<file path="config.mk">
export PLATFORM = sky130hd
export DESIGN_NAME = wb_stage_hs
export DESIGN_NICKNAME = d
export VERILOG_FILES = /design/src/rtl/wb_pkg.sv /design/src/rtl/wb_class_decode.sv /design/src/rtl/wb_stage_hs.sv
export SDC_FILE = /design/constraint.sdc
export NUM_CORES = 1
export LEC_CHECK = 0
export CORE_MARGIN = 4
export CORE_UTILIZATION = 29
export CTS_CLUSTER_SIZE = 24
export DETAILED_ROUTE_END_ITERATION = 8
export SYNTH_ARGS = -nofsm -noshare
export SYNTH_HDL_FRONTEND = slang
export SYNTH_SLANG_ARGS = --single-unit
</file>
<file path="constraint.sdc">
create_clock -name clk -period 4.5 [get_ports clk]
set_input_delay 0.9 -clock clk [delete_from_list [all_inputs] [get_ports clk]]
set_output_delay 0.9 -clock clk [all_outputs]
set_load 0.03 [all_outputs]
</file>
<file path="src/rtl/wb_pkg.sv">
// Shared definitions for the vasm writeback stage: opcode values, the
// writeback FSM state type and the instruction class type.
package wb_pkg;

    // Register-write class opcodes
    localparam logic [4:0] OP_ADD   = 5'd2;
    localparam logic [4:0] OP_SUB   = 5'd3;
    localparam logic [4:0] OP_AND   = 5'd5;
    localparam logic [4:0] OP_OR    = 5'd6;
    localparam logic [4:0] OP_XOR   = 5'd7;
    localparam logic [4:0] OP_NOT   = 5'd8;
    localparam logic [4:0] OP_NEG   = 5'd9;
    localparam logic [4:0] OP_SHL   = 5'd10;
    localparam logic [4:0] OP_SHR   = 5'd11;
    localparam logic [4:0] OP_MOV   = 5'd14;
    localparam logic [4:0] OP_LDUMP = 5'd16;
    localparam logic [4:0] OP_SDUMP = 5'd17;

    // Load and halt opcodes
    localparam logic [4:0] OP_LD    = 5'd13;
    localparam logic [4:0] OP_HLT   = 5'd15;

    typedef enum logic [1:0] {
        IDLE    = 2'd0,
        WAIT_LD = 2'd1,
        HALTED  = 2'd2
    } wb_state_t;

    typedef enum logic [1:0] {
        C_NOP = 2'd0,
        C_WR  = 2'd1,
        C_LD  = 2'd2,
        C_HLT = 2'd3
    } wb_class_t;

endpackage

</file>
<file path="src/rtl/wb_class_decode.sv">
// Combinational opcode classifier: maps a 5-bit opcode to its writeback class.
module wb_class_decode
    import wb_pkg::*;
(
    input  logic [4:0] opcode,
    output wb_class_t  op_class
);

    // Any opcode not listed below retires as a no-op
    always_comb begin
        op_class = C_NOP;
        case (opcode)
            OP_ADD, OP_SUB, OP_AND, OP_OR, OP_XOR, OP_NOT, OP_NEG,
            OP_SHL, OP_SHR, OP_MOV, OP_LDUMP, OP_SDUMP: op_class = C_WR;
            OP_LD:                                      op_class = C_LD;
            OP_HLT:                                     op_class = C_HLT;
            default:                                    op_class = C_NOP;
        endcase
    end

endmodule

</file>
<file path="src/rtl/wb_stage_hs.sv">
// Registered writeback stage between EX and the register file / PC-load path.
// Retires one instruction per accept as a register write pulse, a PC-load
// pulse, a halt, or nothing. Loads wait for memory data under a timeout.
//
// Handshake: an instruction transfers on a rising edge where ex_valid and
// ex_ready are both high. ex_ready depends only on the FSM state (high in
// IDLE), never on ex_valid, so EX may hold ex_valid/ex_ir/ex_z stable until
// the transfer without creating a combinational loop.
module wb_stage_hs
    import wb_pkg::*;
#(
    parameter int DW         = 16,
    parameter int RAW        = 5,
    parameter int IRW        = 32,
    parameter int LD_TIMEOUT = 255,
    parameter int RCW        = 16
) (
    input  logic            clk,
    input  logic            clr,
    input  logic            ex_valid,
    output logic            ex_ready,
    input  logic [IRW-1:0]  ex_ir,
    input  logic [DW-1:0]   ex_z,
    input  logic            mem_rvalid,
    input  logic [DW-1:0]   mem_rdata,
    output logic            reg_write,
    output logic [RAW-1:0]  addr,
    output logic [DW-1:0]   z5,
    output logic            load_pc,
    output logic            hlt,
    output logic            ld_err,
    output logic [RCW-1:0]  retired,
    output logic [1:0]      dbg_state
);

    localparam int TCW = (LD_TIMEOUT < 1) ? 1 : $clog2(LD_TIMEOUT + 1);
    localparam logic [TCW-1:0] T_LAST = TCW'(LD_TIMEOUT - 1);

    wb_state_t       state_q, state_d;
    logic [TCW-1:0]  cnt_q, cnt_d;
    logic [RAW-1:0]  dest_q, dest_d;
    logic            reg_write_q, reg_write_d;
    logic            load_pc_q, load_pc_d;
    logic            hlt_q, hlt_d;
    logic            ld_err_q, ld_err_d;
    logic [RAW-1:0]  addr_q, addr_d;
    logic [DW-1:0]   z5_q, z5_d;
    logic [RCW-1:0]  retired_q, retired_d;

    logic [4:0]      opcode;
    logic [RAW-1:0]  ir_dest;
    wb_class_t       ex_class;
    logic            accept;
    logic            ld_fire;
    logic [RAW-1:0]  ld_dest;
    logic            unused_ir;

    assign opcode    = ex_ir[IRW-1:IRW-5];
    assign ir_dest   = ex_ir[26:27-RAW];
    assign unused_ir = ^ex_ir[26-RAW:0];

    wb_class_decode u_decode (
        .opcode   (opcode),
        .op_class (ex_class)
    );

    assign ex_ready  = (state_q == IDLE);
    assign accept    = ex_valid & ex_ready;

    assign reg_write = reg_write_q;
    assign load_pc   = load_pc_q;
    assign hlt       = hlt_q;
    assign ld_err    = ld_err_q;
    assign addr      = addr_q;
    assign z5        = z5_q;
    assign retired   = retired_q;
    assign dbg_state = state_q;

    // Next-state, timeout counter and retirement outputs
    always_comb begin
        state_d     = state_q;
        cnt_d       = cnt_q;
        dest_d      = dest_q;
        reg_write_d = 1'b0;
        load_pc_d   = 1'b0;
        hlt_d       = hlt_q;
        ld_err_d    = ld_err_q;
        addr_d      = addr_q;
        z5_d        = z5_q;
        retired_d   = retired_q;
        ld_fire     = 1'b0;
        ld_dest     = '0;

        case (state_q)
            IDLE: begin
                if (accept) begin
                    case (ex_class)
                        C_WR: begin
                            reg_write_d = 1'b1;
                            addr_d      = ir_dest;
                            z5_d        = ex_z;
                            retired_d   = retired_q + RCW'(1);
                        end
                        C_LD: begin
                            dest_d = ir_dest;
                            if (mem_rvalid) begin
                                ld_fire = 1'b1;
                                ld_dest = ir_dest;
                            end else begin
                                state_d = WAIT_LD;
                                cnt_d   = '0;
                            end
                        end
                        C_HLT: begin
                            hlt_d     = 1'b1;
                            retired_d = retired_q + RCW'(1);
                            state_d   = HALTED;
                        end
                        default: begin
                            retired_d = retired_q + RCW'(1);
                        end
                    endcase
                end
            end
            WAIT_LD: begin
                // Data arriving on the final allowed cycle still completes
                if (mem_rvalid) begin
                    ld_fire = 1'b1;
                    ld_dest = dest_q;
                    state_d = IDLE;
                end else if (cnt_q == T_LAST) begin
                    ld_err_d = 1'b1;
                    hlt_d    = 1'b1;
                    state_d  = HALTED;
                end else begin
                    cnt_d = cnt_q + TCW'(1);
                end
            end
            HALTED: begin
                state_d = HALTED;
            end
            default: begin
                state_d = IDLE;
            end
        endcase

        // A load to r0 redirects the PC instead of writing the register file
        if (ld_fire) begin
            z5_d      = mem_rdata;
            addr_d    = ld_dest;
            retired_d = retired_q + RCW'(1);
            if (ld_dest != '0) begin
                reg_write_d = 1'b1;
            end else begin
                load_pc_d = 1'b1;
            end
        end
    end

    // State and output registers, cleared asynchronously by clr
    always_ff @(posedge clk or negedge clr) begin
        if (!clr) begin
            state_q     <= IDLE;
            cnt_q       <= '0;
            dest_q      <= '0;
            reg_write_q <= 1'b0;
            load_pc_q   <= 1'b0;
            hlt_q       <= 1'b0;
            ld_err_q    <= 1'b0;
            addr_q      <= '0;
            z5_q        <= '0;
            retired_q   <= '0;
        end else begin
            state_q     <= state_d;
            cnt_q       <= cnt_d;
            dest_q      <= dest_d;
            reg_write_q <= reg_write_d;
            load_pc_q   <= load_pc_d;
            hlt_q       <= hlt_d;
            ld_err_q    <= ld_err_d;
            addr_q      <= addr_d;
            z5_q        <= z5_d;
            retired_q   <= retired_d;
        end
    end

endmodule
</file>
==> results_dict.tcl, run 1 <==
set metrics [dict create \
    required_ns 4.68 \
    yosysSeqAreaShare_pct 53.0 \
    max_freq_mhz 335 \
    criticalPathCategory "in -> reg" \
    core.rowCount 34 \
    grt_max_degree 57 \
    core_um2 8810 \
    cts_tree "built" \
    ys_warn_count 0 \
    antenna_found_initial 0 \
    path_clk_slew_ns 0.10 \
    startpoint_type "primary input" \
    ys.flop_type "dfrtp_1" \
    rsz0062_at_grt "no" \
    postCtsSetupBuffers 0 \
    relSlewSlack_pct 48.3 \
    reg2reg_depth 6 \
    worstMarginPinSlew_ns 0.776 \
    wl_per_cell_um 14.6 \
    overflow 0 \
    ant_nets 0 \
    fin_nets 415 \
    worstHoldPathType "reg -> reg" \
    syn_avg_cell_area_um2 10.4 \
    clk-insertion-delay-late_ns 0.30 \
    grt-busiest-layer "met2" \
    min_path_cells 1 \
    num_vias 2240 \
    io_pins 112 \
    firstDrtPassIters 4 \
    cts_made_buffers 5 \
    cts.path.max_buffers 2 \
    dieWidth_um 104 \
    die_h_um 104 \
    synth_cell_types 39 \
    cp-startpoint "ex_valid" \
    min_to "ld_err" \
    cts_root_buffer "clkbuf_8" \
    synth.cell_area_um2 2650 \
    syn_to_final_growth_pct 41.7 \
    rr_endpoint "addr[1]" \
    drive_above_1_share_pct 5.23 \
    setup_violations 0 \
    diodes 0 \
    ff2ff_setup_slack_ns 2.08 \
    die_area_um2 10700 \
    track_usage_pct 12.5 \
    async_flop_share_pct 100 \
    layout_common_cells "clkdlybuf4s50_1 (88), dfrtp_1 (56), nand2_1 (33)" \
    cts_hold_buf 0 \
    final.setup.tns_ns 0 \
    stdcell_area_um2 3750 \
    grt_use_met1_pct 17.5 \
    cp.arrival_ns 3.17 \
    routed_wl_um 6610 \
    hold_viol 0 \
    clock_sinks 56 \
    dp_hpwl_um 4890 \
    peakVddDrop_uv 226 \
    use_met3_pct 2.55 \
    p_per_area_nw_per_um2 417 \
    drtIter0Drc 57 \
    syn-instance-count 255 \
    synth-seq-cells 56 \
    power_w 0.00156 \
    period_share_pct 66.3 \
    period_minus_slack_ns 2.99 \
    cts_resized 0 \
    r2r-start "dbg_state[1]" \
    p_leak_nw 1.70 \
    slew_violations 0 \
    gp_congestion 0.754 \
    port_buffers 89 \
    synth-edff-count 0 \
    layout_commonest_cell "clkdlybuf4s50_1" \
    holdCritStartpoint "ld_err" \
    finalClockSkew_ns 0.0106 \
    grt_pass1_vias 2252 \
    viasPerCell 4.96 \
    syn_nets 326 \
    globalRouteMet2Util_pct 19.3 \
    crit_fanout 16 \
    outcome "finished, final reports clean" \
    grt_pass1_wl_um 11200 \
    max-cap-violations 0 \
    crit_path_end_kind "register" \
    route.detailed.drc 0 \
    start_util_pct 30.0 \
    htree_num_levels 2 \
    placed_cell_area_um2 3670 \
]
[registers in the layout (all words and copies together) (netlist names)]
| register | count |
|---|---|
| ld_err | 1 |
| retired | 16 |
| addr | 5 |
| cnt_q | 8 |
| load_pc | 1 |
| dest_q | 5 |
| dbg_state | 2 |
| z5 | 16 |
| reg_write | 1 |
| hlt | 1 |
[stage by stage]
step           setup WS (ns)  hold slack (ns)  instances  utilization (%)
2_1_floorplan           2.25            0.438        255                -
3_3_place_gp            1.21            0.451        445             41.6
3_5_place_dp            1.15            0.446        445             41.6
4_1_cts                 1.50            0.473        452             42.6
5_1_grt                 1.36            0.493        452             42.6
6_report                1.51            0.467        452             42.6
[synth_stat cells (3+ instances only)]
library cell	count	area share [%]
ha_1	3	1.4
nand3_1	10	1.9
dfrtp_1	56	53
nand4_1	5	1.2
mux2i_1	4	1.5
xnor2_1	13	4.3
o21ai_0	11	2.1
a21oi_1	7	1.3
a21o_1	18	5.1
and3_1	7	1.7
inv_1	6	0.85
buf_2	6	1.1
nand2_1	33	4.7
a22o_1	17	5.6
o31a_1	3	0.99
nor2_1	14	2.0
xor2_1	3	0.99
clkbuf_1	7	0.99
a31oi_1	5	1.2
or3_1	3	0.71
[worst max-delay path by stage]
| stage | depth (start not counted) | slack (ns) | end |
|---|---|---|---|
| floorplan | 6 | 2.25 | reg_write |
| global placement | 7 | 1.21 | addr[1] |
| detailed placement | 7 | 1.15 | addr[1] |
| CTS | 7 | 1.50 | addr[1] |
| global route | 7 | 1.36 | addr[1] |
| finish | 7 | 1.51 | addr[1] |
[power by group]
part | total (W) | internal (W) | switching (W)
Combinational | 0.000611 | 0.000282 | 0.000330
Clock | 0.000265 | 0.000106 | 0.000159
Sequential | 0.000688 | 0.000609 | 0.0000796
[critical path, stage by stage]
cell,delay (ns)
clkdlybuf4s50_1,0.52
or3b_1,0.39
nor2_1,0.11
o31a_1,0.64
buf_4,0.31
mux2i_1,0.20
o21ai_0,0.09
[cell type report]
cell class | count | area (um^2)
fill | 888 | 5060
sequential | 56 | 1400
multi-input combinational | 180 | 1180
timing repair buffer | 95 | 931
tap | 108 | 135
clock buffer | 5 | 68.8
inverter | 6 | 22.5
clock inverter | 2 | 12.5
[logic make-up (layout without fill, tap and decap cells)]
family | Yosys count | after routing | share of synthesized area (%)
fa+ha+maj | 3 | 3 | 1.42
flops | 56 | 56 | 53.0
simple gates | 85 | 85 | 15.6
mux | 5 | 5 | 1.94
xor+xnor | 16 | 16 | 5.30
compound gates | 71 | 71 | 19.8
buf+inv | 19 | 108 | 2.98
[metal layers]
metal / up-vias / part of all wire, %
met3: 4 / 4.7
met1: 1077 / 49
li1: 1092 / -
met2: 67 / 45
met5: - / 0
met4: 0 / 0.89
(Power assumes the default switching activity.)
==> run 2, diff against run 1 <==
==> constraint.sdc (replaced) <==
create_clock -name clk -period 2.9 [get_ports clk]
set_input_delay 0.58 -clock clk [delete_from_list [all_inputs] [get_ports clk]]
set_output_delay 0.58 -clock clk [all_outputs]
set_load 0.03 [all_outputs]
==> run 2 against run 1 <==
Compared with the run above: non-clock buffer count rose by 2; wire length rose by 0.98%; largest cell class unchanged; design area rose by 0.73%; worst setup slack got worse by 1.1 ns; highest routed layer unchanged.
==> results_dict.tcl, run 2 (synthesis results as in run 1) <==
set metrics [dict create \
    rr_endpoint "retired[11]" \
    fin_cells 454 \
    cts_resized 0 \
    postCtsSetupBuffers 0 \
    p_seq_share_pct 43.9 \
    grt_pass1_wl_um 11500 \
    drive_above_1_share_pct 5.78 \
    route.detailed.drc 0 \
    antenna_found_initial 0 \
    clk-insertion-delay-late_ns 0.30 \
    track_usage_pct 12.8 \
    grt_max_degree 30 \
    startpoint_type "primary input" \
    p_leak_nw 1.71 \
    switching_power_w 0.000880 \
    firstDrtPassIters 4 \
    path_clk_slew_ns 0.10 \
    pwr-share-comb_pct 39.2 \
    port_buffers 89 \
    gp_congestion 0.752 \
    slowest_delay_ns 0.81 \
    core.rowCount 34 \
    num_vias 2261 \
    internal-power_w 0.00155 \
    setup_violations 0 \
    diodes 0 \
    cts.path.max_buffers 2 \
    cp.arrival_ns 2.70 \
    cts_root_buffer "clkbuf_8" \
    die_h_um 104 \
    die_area_um2 10700 \
    worstHoldPathType "in -> async" \
    r2r-start "dbg_state[0]" \
    fin_nets 417 \
    reg2reg_depth 5 \
    core_um2 8810 \
    layout_common_cells "clkdlybuf4s50_1 (88), dfrtp_1 (56), nand2_1 (33)" \
    power_switching_share_pct 36.2 \
    outcome "finished, final reports clean" \
    n_fill_cell 872 \
    critical_path.cell_chain "clkdlybuf4s50_1, inv_1, o22ai_1, o31a_1, nor2_1, a21o_1" \
    layout_commonest_cell "clkdlybuf4s50_1" \
    dp.cells 447 \
    crit_path_end_kind "register" \
    final_util_pct 42.9 \
    crit_fanout 16 \
    overflow 0 \
    final.setup.tns_ns 0 \
    rsz0062_at_grt "no" \
    p_clk_share_pct 16.9 \
    crit_family "simple AND/OR/NAND/NOR gates" \
    cts_made_buffers 5 \
    criticalPathCategory "in -> reg" \
    finalClockSkew_ns 0.00987 \
    hold_viol 0 \
    slew_violations 0 \
    routed_wl_um 6680 \
    clock_sinks 56 \
    dieWidth_um 104 \
    required_ns 3.14 \
    dp_hpwl_um 4980 \
    cts_hold_buf 0 \
    crit_slowest_cell "nor2_1" \
    viasPerCell 4.98 \
    peakVddDrop_uv 496 \
    max_freq_mhz 407 \
    wl_per_cell_um 14.7 \
    start_util_pct 30.0 \
    grt_pass1_vias 2247 \
    crit_cells 6 \
    max-cap-violations 0 \
    ff2ff_setup_slack_ns 0.51 \
    io_pins 112 \
    ant_nets 0 \
    crit_buf_inv 2 \
    relSlewSlack_pct 29.1 \
    cts_tree "built" \
    p_per_area_nw_per_um2 644 \
    syn_to_final_growth_pct 42.7 \
    period_minus_slack_ns 2.46 \
    drtIter0Drc 89 \
    worstMarginPinSlew_ns 1.06 \
    htree_num_levels 2 \
    period_share_pct 84.8 \
]
run 2: cell type report:
cell class / count / area [um^2] / area share (%)
flip-flops and latches: 56 / 1400 / 37.1
clock buffers: 5 / 68.8 / 1.82
clock inverters: 2 / 12.5 / 0.331
inverters: 6 / 22.5 / 0.597
repair buffers: 97 / 958 / 25.4
multi-input cells: 180 / 1180 / 31.2
well taps: 108 / 135 / 3.58
run 2: metrics by stage:
step                      hold slack, ns  power, W  instance area [um^2]  setup slack (ns)
after global placement             0.455   0.00203                  3690             0.104
final                              0.289   0.00243                  3770             0.440
after detailed placement           0.448   0.00205                  3690            0.0511
after floorplan                    0.284   0.00157                  2650             0.650
after CTS                          0.309   0.00247                  3770             0.372
after global routing               0.330   0.00256                  3770             0.229
run 2: worst max-delay path by stage:
stage / slack [ns] / startpoint / to
final: 0.44 / ex_ir[28] / z5[12]
after global routing: 0.23 / ex_ir[28] / z5[11]
after CTS: 0.37 / ex_ir[28] / z5[14]
after detailed placement: 0.05 / ex_ir[28] / z5[14]
after global placement: 0.10 / ex_ir[28] / z5[4]
after floorplan: 0.65 / dbg_state[1] / retired[11]
run 2: worst register-to-register path, cell delays in order, from the launching register on:
cell and delay, ns:
dfrtp_1 0.48, nor2b_1 0.60, nand2_1 0.29, a21oi_1 0.57, nand4_1 0.19, xnor2_1 0.15
run 2: layer usage:
metal | global-route usage [%] | part of all wire, %
met1 | 17.8 | 48
met2 | 19.8 | 46
met3 | 2.86 | 5.2
met4 | 4.37 | 0.97
met5 | 0 | 0
run 2: power by group through the flow:
stage / Clock [W] / Combinational [W] / Sequential [W]
final: 0.000410 / 0.000953 / 0.00107
after global routing: 0.000459 / 0.00101 / 0.00110
after CTS: 0.000436 / 0.000967 / 0.00107
after detailed placement: 0 / 0.000965 / 0.00108
after global placement: 0 / 0.000954 / 0.00108
after floorplan: 0 / 0.000199 / 0.00137
==> run 3, diff against run 2 <==
==> constraint.sdc (replaced) <==
create_clock -name clk -period 2.35 [get_ports clk]
set_input_delay 0.47 -clock clk [delete_from_list [all_inputs] [get_ports clk]]
set_output_delay 0.47 -clock clk [all_outputs]
set_load 0.03 [all_outputs]
==> run 3 against run 2 <==
Compared with the run above: combinational power grew 25%; die area is the same; largest power group unchanged; highest routed layer unchanged; critical endpoint is now ex_ready; critical path type is now reg -> out; largest cell class unchanged; sequential share of layout area shrank 0.77 points; clock power grew 29%; via count grew 0.53%; design area grew 2.1%.
==> results_dict.tcl, run 3 (synthesis results as in run 1) <==
set metrics [dict create \
    outcome "finished, final reports clean" \
    switching_power_w 0.00109 \
    rr_endpoint "addr[3]" \
    wl_per_cell_um 14.3 \
    gp_congestion 0.769 \
    criticalPathCategory "reg -> out" \
    fin_nets 428 \
    grt_pass1_wl_um 11500 \
    max-cap-violations 0 \
    p_clk_share_pct 17.5 \
    cts_tree "built" \
    diodes 0 \
    core_um2 8810 \
    required_ns 1.88 \
    die_h_um 104 \
    p_seq_share_pct 43.3 \
    layout_commonest_cell "clkdlybuf4s50_1" \
    die_area_um2 10700 \
    path_clk_slew_ns 0.10 \
    wl_met1_um 3150 \
    grt_max_degree 30 \
    dp_hpwl_um 5030 \
    worstHoldPathType "in -> async" \
    routed_wl_um 6690 \
    clock_sinks 56 \
    startpoint_type "register" \
    drtIter0Drc 66 \
    track_usage_pct 12.9 \
    dieWidth_um 104 \
    crit_path_end_kind "output pin" \
    cts_root_buffer "clkbuf_8" \
    rsz0062_at_grt "no" \
    internal-power_w 0.00193 \
    highest_layer "met4" \
    period_share_pct 94.3 \
    peakVddDrop_uv 507 \
    power_switching_share_pct 36.2 \
    layout_common_cells "clkdlybuf4s50_1 (88), dfrtp_1 (56), nand2_1 (33)" \
    syn_to_final_growth_pct 45.7 \
    cp-startpoint "dbg_state[1]" \
    cts_hold_buf 0 \
    relSlewSlack_pct 54.1 \
    clk-insertion-delay-late_ns 0.30 \
    overflow 0 \
    finalClockSkew_ns 0.0112 \
    firstDrtPassIters 4 \
    r2r-start "dbg_state[1]" \
    grt_pass1_vias 2266 \
    io_pins 112 \
    crit_end "ex_ready" \
    num_vias 2273 \
    ant_nets 0 \
    antenna_found_initial 0 \
    pwr-share-comb_pct 39.2 \
    cp.arrival_ns 1.75 \
    port_buffers 89 \
    reg2reg_depth 6 \
    crit_fanout 8 \
    timing.hold.ws_ns 0.200 \
    viasPerCell 4.88 \
    route.met2.wl_um 3040 \
    cts.path.max_buffers 2 \
    wl_met3_um 421 \
    max_freq_mhz 451 \
    p_leak_nw 1.76 \
    ff2ff_setup_slack_ns 0.29 \
    n_fill_cell 832 \
    hold_viol 0 \
    p_per_area_nw_per_um2 784 \
    slew_violations 0 \
    worstMarginPinSlew_ns 0.688 \
    cts_made_buffers 5 \
    setup_violations 0 \
    start_util_pct 30.0 \
    core.rowCount 34 \
    period_minus_slack_ns 2.22 \
    htree_num_levels 2 \
    drive_above_1_share_pct 8.94 \
    route.detailed.drc 0 \
    final_util_pct 43.8 \
]
==> run 3: changes by cell type in the layout (fill, tap and decap cells not counted), sizes merged <==
cell    delta
buf       +11
clkbuf     +1
==> run 3: layout make-up <==
class / count / area, um^2 / area share, %
clock buffers: 6 / 72.6 / 1.88
clock inverters: 2 / 16.3 / 0.422
inverters: 6 / 22.5 / 0.584
multi-input cells: 180 / 1180 / 30.6
flip-flops and latches: 56 / 1400 / 36.4
well taps: 108 / 135 / 3.51
repair buffers: 108 / 1030 / 26.7
==> run 3: metrics by stage <==
step / setup WS, ns / power [W] / std cells / setup TNS (ns) / instance area (um^2)
CTS: 0.00955 / 0.00307 / 466 / 0 / 3850
floorplan: 0.100 / 0.00194 / 255 / 0 / 2650
detailed placement: -0.312 / 0.00253 / 458 / -5.76 / 3760
finish: 0.134 / 0.00302 / 466 / 0 / 3850
global placement: -0.248 / 0.00252 / 458 / -4.57 / 3760
global route: 0.00586 / 0.00322 / 466 / 0 / 3850
==> run 3: how the worst min path moves through the flow <==
stage / start / to / slack, ns
floorplan: clr / addr[0] / 0.17
global placement: dest_q[2] / dest_q[2] / 0.45
detailed placement: dest_q[0] / dest_q[0] / 0.46
CTS: clr / retired[2] / 0.22
global route: clr / retired[2] / 0.25
finish: clr / retired[1] / 0.20
==> run 3: timing repair <==
| item | CTS | global route |
|---|---|---|
| setup buffers | 0 | 0 |
| hold endpoints to repair | 0 | 0 |
| resized for setup | 0 | 1 |
| endpoints found under the setup margin | 0 | 16 |
==> run 3: routing by layer <==
| layer | vias up | track usage, % |
|---|---|---|
| li1 | 1120 | - |
| met1 | 1069 | 17.6 |
| met2 | 80 | 20.1 |
| met3 | 4 | 3.48 |
| met4 | 0 | 3.99 |
| met5 | - | 0 |
==> run 3: critical path: stages, from the launching register on <==
cell and delay [ns]:
dfrtp_1 0.49, nor2_1 0.24, clkdlybuf4s50_1 0.71
==> run 3: power groups by stage <==
stage	combinational, W	sequential [W]	clock (W)
floorplan	0.000246	0.00170	0
global placement	0.00119	0.00133	0
detailed placement	0.00120	0.00133	0
CTS	0.00120	0.00131	0.000558
global route	0.00127	0.00135	0.000598
finish	0.00119	0.00131	0.000528
